==> src/rtl/axis_rr_arbiter.sv <==
// Round-robin AXI-Stream packet arbiter: N slave ports share one registered master port,
// the grant is held for a whole packet and re-arbitrated in one IDLE cycle between packets.
module axis_rr_arbiter #(
    parameter int DATA_WIDTH = 8,
    parameter int NUM_PORTS  = 4,
    localparam int IDW = (NUM_PORTS > 1) ? $clog2(NUM_PORTS) : 1
) (
    input  logic                            aclk,
    input  logic                            aresetn,
    input  logic [NUM_PORTS*DATA_WIDTH-1:0] s_axis_data,
    input  logic [NUM_PORTS-1:0]            s_axis_valid,
    input  logic [NUM_PORTS-1:0]            s_axis_last,
    output logic [NUM_PORTS-1:0]            s_axis_ready,
    output logic [DATA_WIDTH-1:0]           m_axis_data,
    output logic                            m_axis_valid,
    output logic                            m_axis_last,
    input  logic                            m_axis_ready,
    output logic [IDW-1:0]                  grant_id,
    output logic                            busy
);

    typedef enum logic {IDLE, PASS} state_e;

    state_e                state_q;
    logic [IDW-1:0]        grant_q, last_grant_q, grant_d;
    logic [DATA_WIDTH-1:0] mdata_q;
    logic                  mvalid_q, mlast_q;
    logic                  found;
    logic [DATA_WIDTH-1:0] sel_data;
    logic                  sel_valid, sel_last;
    logic                  slot_free, xfer;

    // Scan from last_grant+1 with wrap; first valid port wins.
    always_comb begin
        grant_d = '0;
        found   = 1'b0;
        for (int k = 1; k <= NUM_PORTS; k++) begin
            int idx;
            idx = int'(last_grant_q) + k;
            if (idx >= NUM_PORTS) idx = idx - NUM_PORTS;
            if (!found && s_axis_valid[IDW'(idx)]) begin
                found   = 1'b1;
                grant_d = IDW'(idx);
            end
        end
    end

    always_comb begin
        sel_data  = '0;
        sel_valid = 1'b0;
        sel_last  = 1'b0;
        for (int i = 0; i < NUM_PORTS; i++) begin
            if (grant_q == IDW'(i)) begin
                sel_data  = s_axis_data[i*DATA_WIDTH +: DATA_WIDTH];
                sel_valid = s_axis_valid[i];
                sel_last  = s_axis_last[i];
            end
        end
    end

    assign slot_free = !mvalid_q || m_axis_ready;
    assign xfer      = (state_q == PASS) && slot_free && sel_valid;

    always_comb begin
        s_axis_ready = '0;
        for (int i = 0; i < NUM_PORTS; i++)
            s_axis_ready[i] = (state_q == PASS) && slot_free && (grant_q == IDW'(i));
    end

    always_ff @(posedge aclk or negedge aresetn) begin
        if (!aresetn) begin
            state_q      <= IDLE;
            grant_q      <= '0;
            last_grant_q <= IDW'(NUM_PORTS - 1);
            mdata_q      <= '0;
            mvalid_q     <= 1'b0;
            mlast_q      <= 1'b0;
        end else begin
            // Drain first; a load in the same cycle overrides it (no bubble).
            if (mvalid_q && m_axis_ready) mvalid_q <= 1'b0;
            case (state_q)
                IDLE: begin
                    if (found) begin
                        grant_q <= grant_d;
                        state_q <= PASS;
                    end
                end
                PASS: begin
                    if (xfer) begin
                        mdata_q  <= sel_data;
                        mlast_q  <= sel_last;
                        mvalid_q <= 1'b1;
                        if (sel_last) begin
                            state_q      <= IDLE;
                            last_grant_q <= grant_q;
                        end
                    end
                end
                default: state_q <= IDLE;
            endcase
        end
    end

    assign m_axis_data  = mdata_q;
    assign m_axis_valid = mvalid_q;
    assign m_axis_last  = mlast_q;
    assign grant_id     = grant_q;
    assign busy         = (state_q == PASS);

endmodule

==> config.mk <==
export PLATFORM = sky130hd
export DESIGN_NAME = axis_rr_arbiter
export DESIGN_NICKNAME = d
export VERILOG_FILES = /design/src/rtl/axis_rr_arbiter.sv
export SDC_FILE = /design/constraint.sdc
export NUM_CORES = 1
export LEC_CHECK = 0
export ABC_CLOCK_PERIOD_IN_PS = 3350
export BUFFER_PORTS_ARGS = -buffer_cell sky130_fd_sc_hd__buf_4
export CORE_ASPECT_RATIO = 1.5
export CORE_MARGIN = 10
export CORE_UTILIZATION = 45
export DETAILED_ROUTE_END_ITERATION = 8
export HOLD_SLACK_MARGIN = 0.1
export PLACE_DENSITY = 0.81
export RECOVER_POWER = 25
export SKIP_CTS_REPAIR_TIMING = 1
export SLEW_MARGIN = 25
export SYNTH_ARGS = -nofsm -noshare
export SYNTH_HDL_FRONTEND = slang
export SYNTH_SLANG_ARGS = --single-unit
==> constraint.sdc <==
create_clock -name aclk -period 3.35 [get_ports aclk]
set_input_delay 0.5025 -clock aclk [delete_from_list [all_inputs] [get_ports aclk]]
set_output_delay 0.5025 -clock aclk [all_outputs]
set_load 0.05 [all_outputs]
==> results_dict.tcl <==
set metrics [dict create \
    outcome "finished, final reports clean" \
    synthToLayoutAreaGrowth_pct 43.2 \
    cts_root_buffer "clkbuf_4" \
    drtPass1Iterations 4 \
    clkSlewWorstSetupHoldPaths_ns 0.09 \
    antenna_left 0 \
    cap_viol_max_count 0 \
    r2r-end "m_axis_data[2]" \
    syn_inst 82 \
    cts.sinks 15 \
    die-width_um 59.9 \
    min_from "m_axis_data[4]" \
    synth_top_area_share_pct 30.3 \
    grt_use_total_pct 13.4 \
    clk_path_buf_depth 2 \
    drt_wl_total_um 3240 \
    dp_hpwl_um 2690 \
    synth_nets 125 \
    p_int_mw 0.815 \
    synth_edf_count 0 \
    cp-start-kind "flip-flop" \
    cts_made_buffers 3 \
    pwr-share-clk_pct 6.1 \
    synth_top_area_cell "dfrtp_1" \
    postPlaceCellArea_um2 1510 \
    crit_buf_inv 1 \
    crit_arrival_ns 1.83 \
    grt-ovfl-total 0 \
    place.gp.congestion 0.864 \
    worst_slew_pin_slew_ns 0.921 \
    fin_cells 164 \
    synthMuxAreaShare_pct 35.0 \
    grt_max_degree 21 \
    fin_worst_skew_ns 0.00837 \
    yosysSeqAreaShare_pct 35.2 \
    ys_top_cells_by_area "dfrtp_1 (30%), mux2_4 (13%), mux4_1 (12%)" \
    fill_cells 163 \
    pin_count 60 \
    p_leak_nw 0.741 \
    max_freq_mhz 430 \
    design_area_um2 1540 \
    fin_nets 185 \
    ys_ff_latch 15 \
    via_count 943 \
    multiInputGateArea_um2 644 \
    synth_adder_area_share_pct 0 \
    synth.distinct_cells 34 \
    placed_cells 159 \
    synth_xor_xnor_area_share_pct 0 \
    relSlewSlack_pct 38.6 \
    cp_data_required_time_ns 2.85 \
    critPathCaptureType "output pin" \
    p_sw_mw 0.808 \
    finalSetupTns_ns 0 \
    wire_per_inst_um 19.8 \
    ys.flop_type "dfrtp_1" \
    synthSimpleGateAreaFrac_pct 11.1 \
    crit_type "flip-flop to output pin" \
    initial_utilization_pct 47.6 \
    setup_viol_count_final 0 \
    synth-compound-area-share_pct 13.9 \
    cts_tree "done" \
    fin_crit_sh_pct 69.5 \
    dieHeight_um 79.9 \
    drive_gt1_share_pct 58.2 \
    dieArea_um2 4780 \
    rsz0062_at_grt "no" \
    dpl_worst_slack_ns 1.22 \
    total_power_mw 1.62 \
    ys_warn_count 0 \
    avgSynthCellArea_um2 13.1 \
    critPathTopFamily "flip-flops" \
    core_area_um2 2260 \
    yosysMostFrequentCell "dfrtp_1" \
    holdPathEnd "m_axis_data[4]" \
    slowest_delay_ns 0.95 \
    finalHoldViolations 0 \
    drt_iter0_drc 30 \
    layout_setup_ws_ns 1.02 \
    finalWorstPathRequiredPeriod_ns 2.33 \
    worst_hold_path_type "flip-flop to flip-flop" \
    vias_per_cell 5.75 \
    slew_violations 0 \
    grt_first_pass_wirelength_um 5040 \
    p_seq_share_pct 26.5 \
    cts_max_level 1 \
    first_global_vias 1033 \
    rows 21 \
    diodes 0 \
    powerDensity_nw_per_um2 1050 \
    synth_top_family_by_area "multiplexers" \
    reg2regPathDepth 4 \
    regArea_um2 378 \
    r2r_slack_ns 1.23 \
    synth_common_cells "dfrtp_1 (13), mux2_4 (9), nand2_1 (6), nor2_1 (6), mux4_1 (5)" \
    rr_startpoint "grant_id[0]" \
    crit_chain "nand2_1, nor2_1, buf_4" \
    antenna_found_initial 0 \
    drc 0 \
    swShare_pct 49.8 \
    slowest_stage "dfrtp_1" \
    netlist_area_um2 1070 \
    ir_drop_mv 0.435 \
    min_path_cells 1 \
    port_buffers 59 \
    crit_path_max_fanout 20 \
    p_comb_share_pct 67.4 \
    async_flop_share_pct 100 \
    clk_latency_ns 0.28 \
]
==> power by group through the flow <==
stage / Combinational (mW) / Sequential, mW / Clock (mW)
final: 1.09 / 0.431 / 0.0983
after global routing: 1.16 / 0.450 / 0.111
after CTS: 1.10 / 0.430 / 0.0993
after detailed placement: 1.10 / 0.434 / 0
after global placement: 1.08 / 0.429 / 0
after floorplan: 0.650 / 0.609 / 0
==> cell type report <==
| type | count | share of cell area (%) |
|---|---|---|
| clock inverter | 1 | 0.325 |
| clock buffer | 3 | 1.46 |
| sequential | 15 | 24.6 |
| multi-input combinational | 59 | 41.9 |
| tap | 23 | 1.87 |
| inverter | 3 | 0.732 |
| timing repair buffer | 60 | 29.2 |
==> kinds of logic (layout without fill, tap and decap cells) <==
kind of cell / after synthesis / in the layout
AO/OA/AOI/OAI: 17 / 17
buffers and inverters: 8 / 67
flip-flops: 15 / 15
multiplexers: 20 / 20
AND/OR/NAND/NOR: 22 / 22
==> cell usage in the layout (no fill, tap or decap) <==
master / instances
mux2i_1: 2
mux2_4: 9
o31ai_2: 1
or3b_2: 1
clkbuf_4: 3
clkinv_1: 1
clkinv_2: 1
o211ai_4: 1
o311ai_1: 1
and3_1: 1
dfstp_2: 2
dfrtp_1: 13
inv_1: 2
or2b_1: 1
o21ai_0: 1
o21ai_4: 1
o211ai_1: 3
nand2b_1: 1
nand3_1: 1
and2_1: 1
o22a_1: 1
a31oi_1: 2
mux4_2: 4
nor2_1: 6
nor3b_1: 1
nor2b_4: 1
mux4_1: 5
buf_4: 58
o21a_1: 2
clkbuf_1: 1
nor4_1: 1
o31ai_1: 1
a21oi_1: 2
dlygate4sd3_1: 1
nor2b_1: 1
nand2_1: 6
a2bb2oi_1: 1
==> metrics by stage <==
| step | hold slack [ns] | utilization (%) |
|---|---|---|
| 2_1_floorplan | 0.207 | - |
| 3_3_place_gp | 0.361 | 66.6 |
| 3_5_place_dp | 0.362 | 66.6 |
| 4_1_cts | 0.0580 | 67.8 |
| 5_1_grt | 0.531 | 68.1 |
| 6_report | 0.520 | 68.1 |
==> worst reg2reg max path, stage by stage, from the launching register on <==
cell,delay (ns)
dfrtp_1,0.95
and3_1,0.27
nand3_1,0.19
o21ai_4,0.26
mux2_4,0.34
==> sequential cells by signal, summed over array words and instances (netlist names) <==
name and flops:
m_axis_data 8, grant_id 2, last_grant_q 2, busy 1, m_axis_last 1, m_axis_valid 1
==> how the worst max path moves through the flow <==
stage	start	end	cells past startpoint
floorplan	grant_id[1]	s_axis_ready[0]	3
global placement	grant_id[0]	m_axis_data[6]	4
detailed placement	grant_id[0]	m_axis_data[5]	4
CTS	grant_id[0]	s_axis_ready[1]	3
global route	grant_id[0]	s_axis_ready[1]	3
finish	grant_id[0]	s_axis_ready[1]	3
==> routing by layer <==
layer	wire length, um	global-route usage, %	vias up
li1	-	-	439
met1	1140	13.1	451
met2	1690	24.2	49
met3	369	4.62	4
met4	43	5.41	0
met5	0	0	-
No activity file was read; power rests on OpenSTA's default activity.
